**src/rtl/hampel_filter.sv**
```systemverilog
// Multi-channel sliding-window Hampel outlier detector: per-channel circular windows,
// median and MAD by sequential rank selection, scaled-MAD outlier test and optional replacement.
module hampel_filter #(
  parameter int          DATA_WIDTH = 8,
  parameter int          WIN        = 9,
  parameter int          CHANNELS   = 4,
  parameter logic [15:0] SCALE      = 16'h017C,
  parameter int          THRESH     = 3,
  localparam int         CW         = (CHANNELS > 1) ? $clog2(CHANNELS) : 1
) (
  input  logic                  clk,
  input  logic                  rst,
  input  logic                  in_valid,
  output logic                  in_ready,
  input  logic [CW-1:0]         in_ch,
  input  logic [DATA_WIDTH-1:0] in_data,
  input  logic                  replace_en,
  output logic                  out_valid,
  input  logic                  out_ready,
  output logic [CW-1:0]         out_ch,
  output logic [DATA_WIDTH-1:0] out_data,
  output logic [DATA_WIDTH-1:0] out_median,
  output logic [DATA_WIDTH-1:0] out_mad,
  output logic [DATA_WIDTH+7:0] out_sigma,
  output logic                  out_outlier,
  output logic                  out_warm
);

  localparam int KW = $clog2(WIN + 1);
  localparam int RW = DATA_WIDTH + 48;
  localparam logic [KW-1:0] HALF = KW'((WIN - 1) / 2);
  localparam logic [KW-1:0] LAST = KW'(WIN - 1);
  localparam logic [KW-1:0] FULL = KW'(WIN);

  typedef enum logic [2:0] {S_IDLE, S_WRITE, S_MED, S_DEV, S_MAD, S_SCALE, S_OUT} state_t;

  state_t state_q, state_d;
  logic                  alive_q;
  logic [CW-1:0]         ch_q;
  logic [DATA_WIDTH-1:0] x_q;
  logic                  rep_q;
  logic [KW-1:0]         k_q;
  logic                  found_q;
  logic [DATA_WIDTH-1:0] med_q, mad_q;
  logic [DATA_WIDTH-1:0] dev_q [WIN];
  logic [DATA_WIDTH-1:0] win_q [CHANNELS][WIN];
  logic [KW-1:0]         ptr_q [CHANNELS];
  logic [KW-1:0]         fill_q [CHANNELS];

  logic [CW-1:0]         o_ch_q;
  logic [DATA_WIDTH-1:0] o_data_q, o_med_q, o_mad_q;
  logic [DATA_WIDTH+7:0] o_sigma_q;
  logic                  o_outl_q, o_warm_q;

  logic                  ch_ok;
  logic [CW-1:0]         ch_idx;
  logic [DATA_WIDTH-1:0] sel_v [WIN];
  logic [DATA_WIDTH-1:0] cand;
  logic [KW-1:0]         lt, le;
  logic                  hit;
  logic [DATA_WIDTH-1:0] dx;
  logic [DATA_WIDTH+7:0] sigma_w;
  logic                  outl_w;

  function automatic logic [DATA_WIDTH-1:0] absdiff(input logic [DATA_WIDTH-1:0] a,
                                                    input logic [DATA_WIDTH-1:0] b);
    return (a > b) ? (a - b) : (b - a);
  endfunction

  assign ch_ok  = int'(ch_q) < CHANNELS;
  assign ch_idx = ch_ok ? ch_q : '0;

  always_ff @(posedge clk or posedge rst) begin
    if (rst) state_q <= S_IDLE;
    else     state_q <= state_d;
  end

  always_comb begin
    state_d = state_q;
    case (state_q)
      S_IDLE:  if (in_valid && in_ready) state_d = S_WRITE;
      S_WRITE: begin
        if (!ch_ok)                    state_d = S_IDLE;
        else if (fill_q[ch_idx] < LAST) state_d = S_OUT;
        else                           state_d = S_MED;
      end
      S_MED:   if (k_q == LAST) state_d = S_DEV;
      S_DEV:   state_d = S_MAD;
      S_MAD:   if (k_q == LAST) state_d = S_SCALE;
      S_SCALE: state_d = S_OUT;
      S_OUT:   if (out_ready) state_d = S_IDLE;
      default: state_d = S_IDLE;
    endcase
  end

  always_comb begin
    in_ready  = (state_q == S_IDLE) && alive_q;
    out_valid = (state_q == S_OUT);
  end

  assign out_ch      = o_ch_q;
  assign out_data    = o_data_q;
  assign out_median  = o_med_q;
  assign out_mad     = o_mad_q;
  assign out_sigma   = o_sigma_q;
  assign out_outlier = o_outl_q;
  assign out_warm    = o_warm_q;

  // One rank selector shared between the median pass (raw window) and the MAD pass (deviations).
  always_comb begin
    for (int i = 0; i < WIN; i++)
      sel_v[i] = (state_q == S_MAD) ? dev_q[i] : win_q[ch_idx][i];
  end

  always_comb begin
    cand = sel_v[k_q];
    lt   = '0;
    le   = '0;
    for (int i = 0; i < WIN; i++) begin
      if (sel_v[i] <  cand) lt = lt + KW'(1);
      if (sel_v[i] <= cand) le = le + KW'(1);
    end
    hit = (lt <= HALF) && (le > HALF);
  end

  always_comb begin
    dx      = absdiff(x_q, med_q);
    sigma_w = (DATA_WIDTH+8)'((RW'(mad_q) * RW'(SCALE)) >> 8);
    outl_w  = (RW'({dx, 8'h00}) > (RW'(THRESH) * RW'(SCALE) * RW'(mad_q)));
  end

  always_ff @(posedge clk or posedge rst) begin
    if (rst) begin
      alive_q <= 1'b0;
      ch_q    <= '0;
      x_q     <= '0;
      rep_q   <= 1'b0;
      k_q     <= '0;
      found_q <= 1'b0;
      med_q   <= '0;
      mad_q   <= '0;
      for (int i = 0; i < WIN; i++) dev_q[i] <= '0;
      for (int c = 0; c < CHANNELS; c++) begin
        ptr_q[c]  <= '0;
        fill_q[c] <= '0;
        for (int i = 0; i < WIN; i++) win_q[c][i] <= '0;
      end
      o_ch_q    <= '0;
      o_data_q  <= '0;
      o_med_q   <= '0;
      o_mad_q   <= '0;
      o_sigma_q <= '0;
      o_outl_q  <= 1'b0;
      o_warm_q  <= 1'b0;
    end else begin
      alive_q <= 1'b1;
      case (state_q)
        S_IDLE: if (in_valid && in_ready) begin
          ch_q  <= in_ch;
          x_q   <= in_data;
          rep_q <= replace_en;
        end
        S_WRITE: if (ch_ok) begin
          win_q[ch_idx][ptr_q[ch_idx]] <= x_q;
          ptr_q[ch_idx]  <= (ptr_q[ch_idx] == LAST) ? '0 : ptr_q[ch_idx] + KW'(1);
          fill_q[ch_idx] <= (fill_q[ch_idx] == FULL) ? FULL : fill_q[ch_idx] + KW'(1);
          k_q     <= '0;
          found_q <= 1'b0;
          if (fill_q[ch_idx] < LAST) begin
            o_ch_q    <= ch_q;
            o_data_q  <= x_q;
            o_med_q   <= '0;
            o_mad_q   <= '0;
            o_sigma_q <= '0;
            o_outl_q  <= 1'b0;
            o_warm_q  <= 1'b0;
          end
        end
        S_MED, S_MAD: begin
          k_q     <= (k_q == LAST) ? '0 : k_q + KW'(1);
          found_q <= (k_q == LAST) ? 1'b0 : (found_q | hit);
          if (hit && !found_q) begin
            if (state_q == S_MED) med_q <= cand;
            else                  mad_q <= cand;
          end
        end
        S_DEV: for (int i = 0; i < WIN; i++) dev_q[i] <= absdiff(win_q[ch_idx][i], med_q);
        S_SCALE: begin
          o_ch_q    <= ch_q;
          o_data_q  <= (outl_w && rep_q) ? med_q : x_q;
          o_med_q   <= med_q;
          o_mad_q   <= mad_q;
          o_sigma_q <= sigma_w;
          o_outl_q  <= outl_w;
          o_warm_q  <= 1'b1;
        end
        default: ;
      endcase
    end
  end

endmodule
```
**config.mk**
```make
export PLATFORM = sky130hd
export DESIGN_NAME = hampel_filter
export DESIGN_NICKNAME = d
export VERILOG_FILES = /design/src/rtl/hampel_filter.sv
export SDC_FILE = /design/constraint.sdc
export NUM_CORES = 2
export LEC_CHECK = 0
export BUFFER_PORTS_ARGS = -buffer_cell sky130_fd_sc_hd__buf_2
export CAP_MARGIN = 30
export CELL_PAD_IN_SITES_DETAIL_PLACEMENT = 1
export CELL_PAD_IN_SITES_GLOBAL_PLACEMENT = 2
export CORE_MARGIN = 10
export CORE_UTILIZATION = 47
export CTS_BUF_LIST = sky130_fd_sc_hd__clkbuf_8
export DETAILED_ROUTE_END_ITERATION = 12
export PLACE_DENSITY_LB_ADDON = 0.1
export SLEW_MARGIN = 0
export SYNTH_ARGS = -nofsm -noshare
export SYNTH_HDL_FRONTEND = slang
export SYNTH_SLANG_ARGS = --single-unit
```
**constraint.sdc**
```tcl
create_clock -name clk -period 45.3 [get_ports clk]
set_clock_uncertainty 0.1 [all_clocks]
set_input_delay 9.06 -clock clk [delete_from_list [all_inputs] [get_ports clk]]
set_output_delay 9.06 -clock clk [all_outputs]
set_load 0.05 [all_outputs]
```
# Word-level counts from Yosys, hierarchy flattened

Index checks and enable logic that the tools add are counted.

Memories kept: 0
Register bits: 472
Memory bits (writable): 0
Bits in latches: 0
Memory bits (read-only): 0
Word-level logic and storage cells: 266

Add/subtract/negate cells: 39
Multiplexer cells: 83
Shift-type cells: 0
Bitwise logic cells: 5
Divide/modulo/power cells: 0
Multipliers: 2
Reductions and logical operators: 17
Equal/unequal tests: 14
$lt $le $gt $ge: 37

Operators with widths:

| cell                                                                | count |
|---|---|
| 288-bit bitwise mux                                                 | 1 |
| 72-bit two-way mux                                                  | 3 |
| 8-bit two-way mux                                                   | 25 |
| 8-bit subtractor                                                    | 20 |
| 72-bit binary-select mux with 2-bit select                          | 1 |
| 72-bit demux with 2-bit select                                      | 1 |
| 4-bit two-way mux                                                   | 24 |
| 8-bit greater-than comparator                                       | 10 |
| 4-bit by 1-bit adder with 4-bit output, second input constant       | 19 |
| 8-bit less-or-equal comparator                                      | 9 |
| 8-bit less-than comparator                                          | 9 |
| 8-bit case mux with 2 select lines                                  | 3 |
| 8-bit binary-select mux with 4-bit select                           | 1 |
| 16-bit bitwise mux                                                  | 2 |
| 8-bit demux with 4-bit select                                       | 1 |
| 16-bit case mux with 2 select lines                                 | 1 |
| 3-bit case mux with 7 select lines                                  | 1 |
| 16-bit by 19-bit greater-than comparator with 1-bit output          | 1 |
| 9-bit by 8-bit multiplier with 17-bit output, first input constant  | 1 |
| 4-bit binary-select mux with 2-bit select                           | 2 |
| 16-bit two-way mux                                                  | 1 |
| 8-bit by 7-bit multiplier with 15-bit output, second input constant | 1 |
| 3-bit two-way mux                                                   | 5 |
| 4-bit equality test, second input constant                          | 3 |
| 30 further kinds                                                    | 52 |

# Depth between registers and ports, before layout

Word-level depth: 31
Depth in mapped cells: 43
Gate-level depth less buffers: 40

# Worst setup path after synthesis

OpenSTA, ideal clock, no wires.

Path kind: register to output
Start point: register state_q[2]
End point: output in_ready
Data arrival time: 2342 ps
Stages on the path, launching flop included: 3
Slack: 33798 ps
Data required time: 36140 ps
Buffers on the path: 1
Cell sequence: dfrtp_1 clkbuf_1 nor4b_1

Longest elaborated chain between the ends: 2

Ends and longest elaborated chain:

| what                   | line | source |
|---|---|---|
| start, declared        | 37   | `state_t state_q, state_d;` |
| start signal, assigned | 75   | `else state_q <= state_d;` |
| 3-bit logical NOT      | 97   | `in_ready = (state_q == S_IDLE) && alive_q;` |
| 1-bit logical AND      | 97   |  |
| end, declared          | 14   | `output logic in_ready,` |

Every way passes these cells.

# Final worst setup path

Start point: register state_q[0]
End point: output in_ready

Same word-level chain as after synthesis.

==> results.toml <==
[logic_synthesis]
yosysWarnings = 0
synth_cells = 3143
synth_edf_count = 0
synthArstFlopShare = 1.000
yosysSeqAreaShare = 0.3631
synthFlopType = "dfrtp_1"
avgSynthCellArea_um2 = 10.20
netlist_area_mm2 = 0.03205
ys_types = 82
synth-seq-cells = 465

[sta]
report.final.hold_viol_count = 0
slew-limit-headroom = 0.3102
grt_setup_unrepaired = "false"
max_freq_mhz = 84.63
slew_viol_final = 0
period_minus_slack_ns = 11.82
fin_setup_tns_ns = 0
period_share = 0.2608
worst_slew_pin_slew_ns = 1.020
setup_viol = 0

[worst_setup_path]
required_ns = 36.14
slowest_stage = "nor4b_1"
crit_chain = "nor4b_1 -> buf_2"
rrSetupSlack_ns = 33.54
cp-startpoint = "state_q[0]"
cp.arrival_ns = 2.66
crit_path_end_kind = "output pin"
r2r-start = "state_q[2]"
crit_path_max_fanout = 16
critPathMaxStageDelay_ns = 0.96
critPathKind = "reg -> out"
setup.worst_path.start_class = "flip-flop"

[clock_tree]
cts_root_buffer = "clkbuf_8"
clk_latency_ns = 0.70
h-tree-depth = 3
cts_buffers = 84
cts_sinks = 465
cts_tree = "done"
hold_buffers = 0
post_cts_buffers = 0
cts-resized-gates = 0
clock_path_buffers = 3
cts.clk_slew.worst_paths_ns = 0.07

[floorplan]
ios = 61
die_h_um = 281.1
coreArea_mm2 = 0.06740
dieArea_mm2 = 0.07903
die_w_um = 281.1
start_util = 0.4755
fp-row-count = 95

[status]
outcome = "completed"

[detailed_routing]
drc = 0
routed_wl_mm = 104.6
drt_iter0_markers = 1323
wire_per_inst_um = 25.22
antenna_left = 0
vias = 24500
firstDrtPassIters = 5
viasPerCell = 5.907

[worst_hold_path]
min-delay-start = "out_median[0]"
hold_path_class = "reg -> reg"

[grt]
gr-total-overflow = 0
grt_pass1_wl_mm = 159.8
track_usage = 0.2655
grt_max_degree = 122
antenna_found_initial = 3
first_global_vias = 26440

[finish]
area_delta_synth_final_pct = 9.647
drive_above_1_share = 0.1754
nets = 3601

[job]
drv_cap = 0

[placement]
dp_hpwl_mm = 77.32
portBuffers = 53
place_congestion = 0.9058
## synthesized netlist by cell type (11+ instances only)
master / instances / area [µm²]
a211oi_1: 16 / 120.1
a21boi_0: 14 / 105.1
a21o_1: 20 / 150.1
a21oi_1: 126 / 630.6
a221oi_1: 17 / 148.9
a31oi_1: 11 / 68.82
and2_1: 11 / 68.82
clkbuf_1: 115 / 431.7
dfrtp_1: 465 / 11640
fa_1: 52 / 1041
ha_1: 323 / 4041
inv_1: 258 / 968.4
mux2_2: 226 / 2545
mux2i_1: 104 / 1041
mux4_2: 88 / 1982
nand2_1: 394 / 1479
nand2b_1: 16 / 100.1
nand3_1: 27 / 135.1
nand4_1: 35 / 219.0
nor2_1: 71 / 266.5
nor2b_1: 45 / 281.5
o21a_1: 20 / 150.1
o21ai_0: 386 / 1932
o21bai_1: 16 / 120.1
o22ai_1: 15 / 93.84
xnor2_1: 66 / 578.1
xor2_1: 41 / 359.1
## area by class of cell
class	instances	area [µm²]
Fill cell	7370	32250
Multi-Input combinational cell	2288	18950
Sequential cell	465	11640
Clock buffer	101	1390
Tap cell	873	1092
Inverter	262	991.0
Timing Repair Buffer	110	780.7
Clock inverter	46	291.5
Antenna cell	2	5.005
## worst max-delay path, delay by kind of cell (launching register included)
family	cells	cell delay [ns]
flip-flops	1	0.58
AND/OR/NAND/NOR	1	0.96
buffers and inverters	1	0.42
## worst paths after layout
kind / endpoint / depth (start not counted)
worst min register to register: out_median[0] / 2
worst max-delay path: in_ready / 2
max in group asynchronous: win_q[277] / 4
worst max register to register: mad_q[0] / 42
worst min-delay path: out_median[0] / 2
min in group asynchronous: win_q[137] / 2
## kinds of logic after synthesis
family	count (synthesis)	synth area share
fa+ha+maj	375	0.1586
flops	465	0.3631
xor+xnor	112	0.03264
simple gates	665	0.09471
mux	420	0.1745
compound gates	708	0.1289
other cells	2	0.0002343
buf+inv	396	0.04736
## sequential cells by signal, indices dropped and copies added (netlist names), 8 cells and up
| register | cells |
|---|---|
| x_q | 8 |
| fill_q | 16 |
| mad_q | 8 |
| out_mad | 8 |
| ptr_q | 16 |
| out_median | 8 |
| win_q | 288 |
| med_q | 8 |
| dev_q | 72 |
| out_sigma | 9 |
| out_data | 8 |
## cell usage in the layout, fill, tap and decap left out, types with 8 or more instances in the layout
master    Yosys  final
and2_1       11     11
conb_1        2      8
a21o_1       20     20
dfrtp_1     465    463
o22ai_1      15     15
a211o_1       8      8
a31oi_1      11     11
xnor2_1      66     66
inv_1       258    288
ha_1        323    323
a21boi_0     14     14
a221o_1      10     10
nand2_1     394    394
xor2_1       41     41
nand2b_1     16     16
buf_2         1     53
mux2i_1     104    104
buf_4         8     52
mux2_2      226    226
o21bai_1     16     16
mux4_2       88     88
a211oi_1     16     16
clkbuf_8      0    101
nor2_1       71     71
a221oi_1     17     17
nand4_1      35     35
nor3_1       10      9
fa_1         52     52
or2_2         8      8
a21oi_1     126    126
nor2b_1      45     45
o21ai_0     386    386
o21a_1       20     20
nand3_1      27     26
## stage by stage
step	hold WS (ns)	utilization	cell area, µm²	worst slack, ns	instances
floorplan	0.3405	-	32070	23.17	3149
global placement	0.3550	0.4945	33330	33.75	3993
detailed placement	0.3631	0.4956	33400	33.62	3996
CTS	0.3777	0.5205	35080	33.52	4143
global route	0.3977	0.5214	35140	32.83	4146
finish	0.3673	0.5214	35140	33.48	4147
## routing by layer
layer	share of wire	wire, µm	global-route usage	vias to the layer above
met2	0.46	48310	0.4291	532
li1	-	-	-	11210
met1	0.45	47320	0.3514	12540
met5	0	0	0	-
met3	0.047	4952	0.04354	214
met4	0.039	4031	0.1060	0
Power is left out: the tool's default activity adds up to more than one toggle a clock period on the data nets, which glitch-free logic cannot reach.
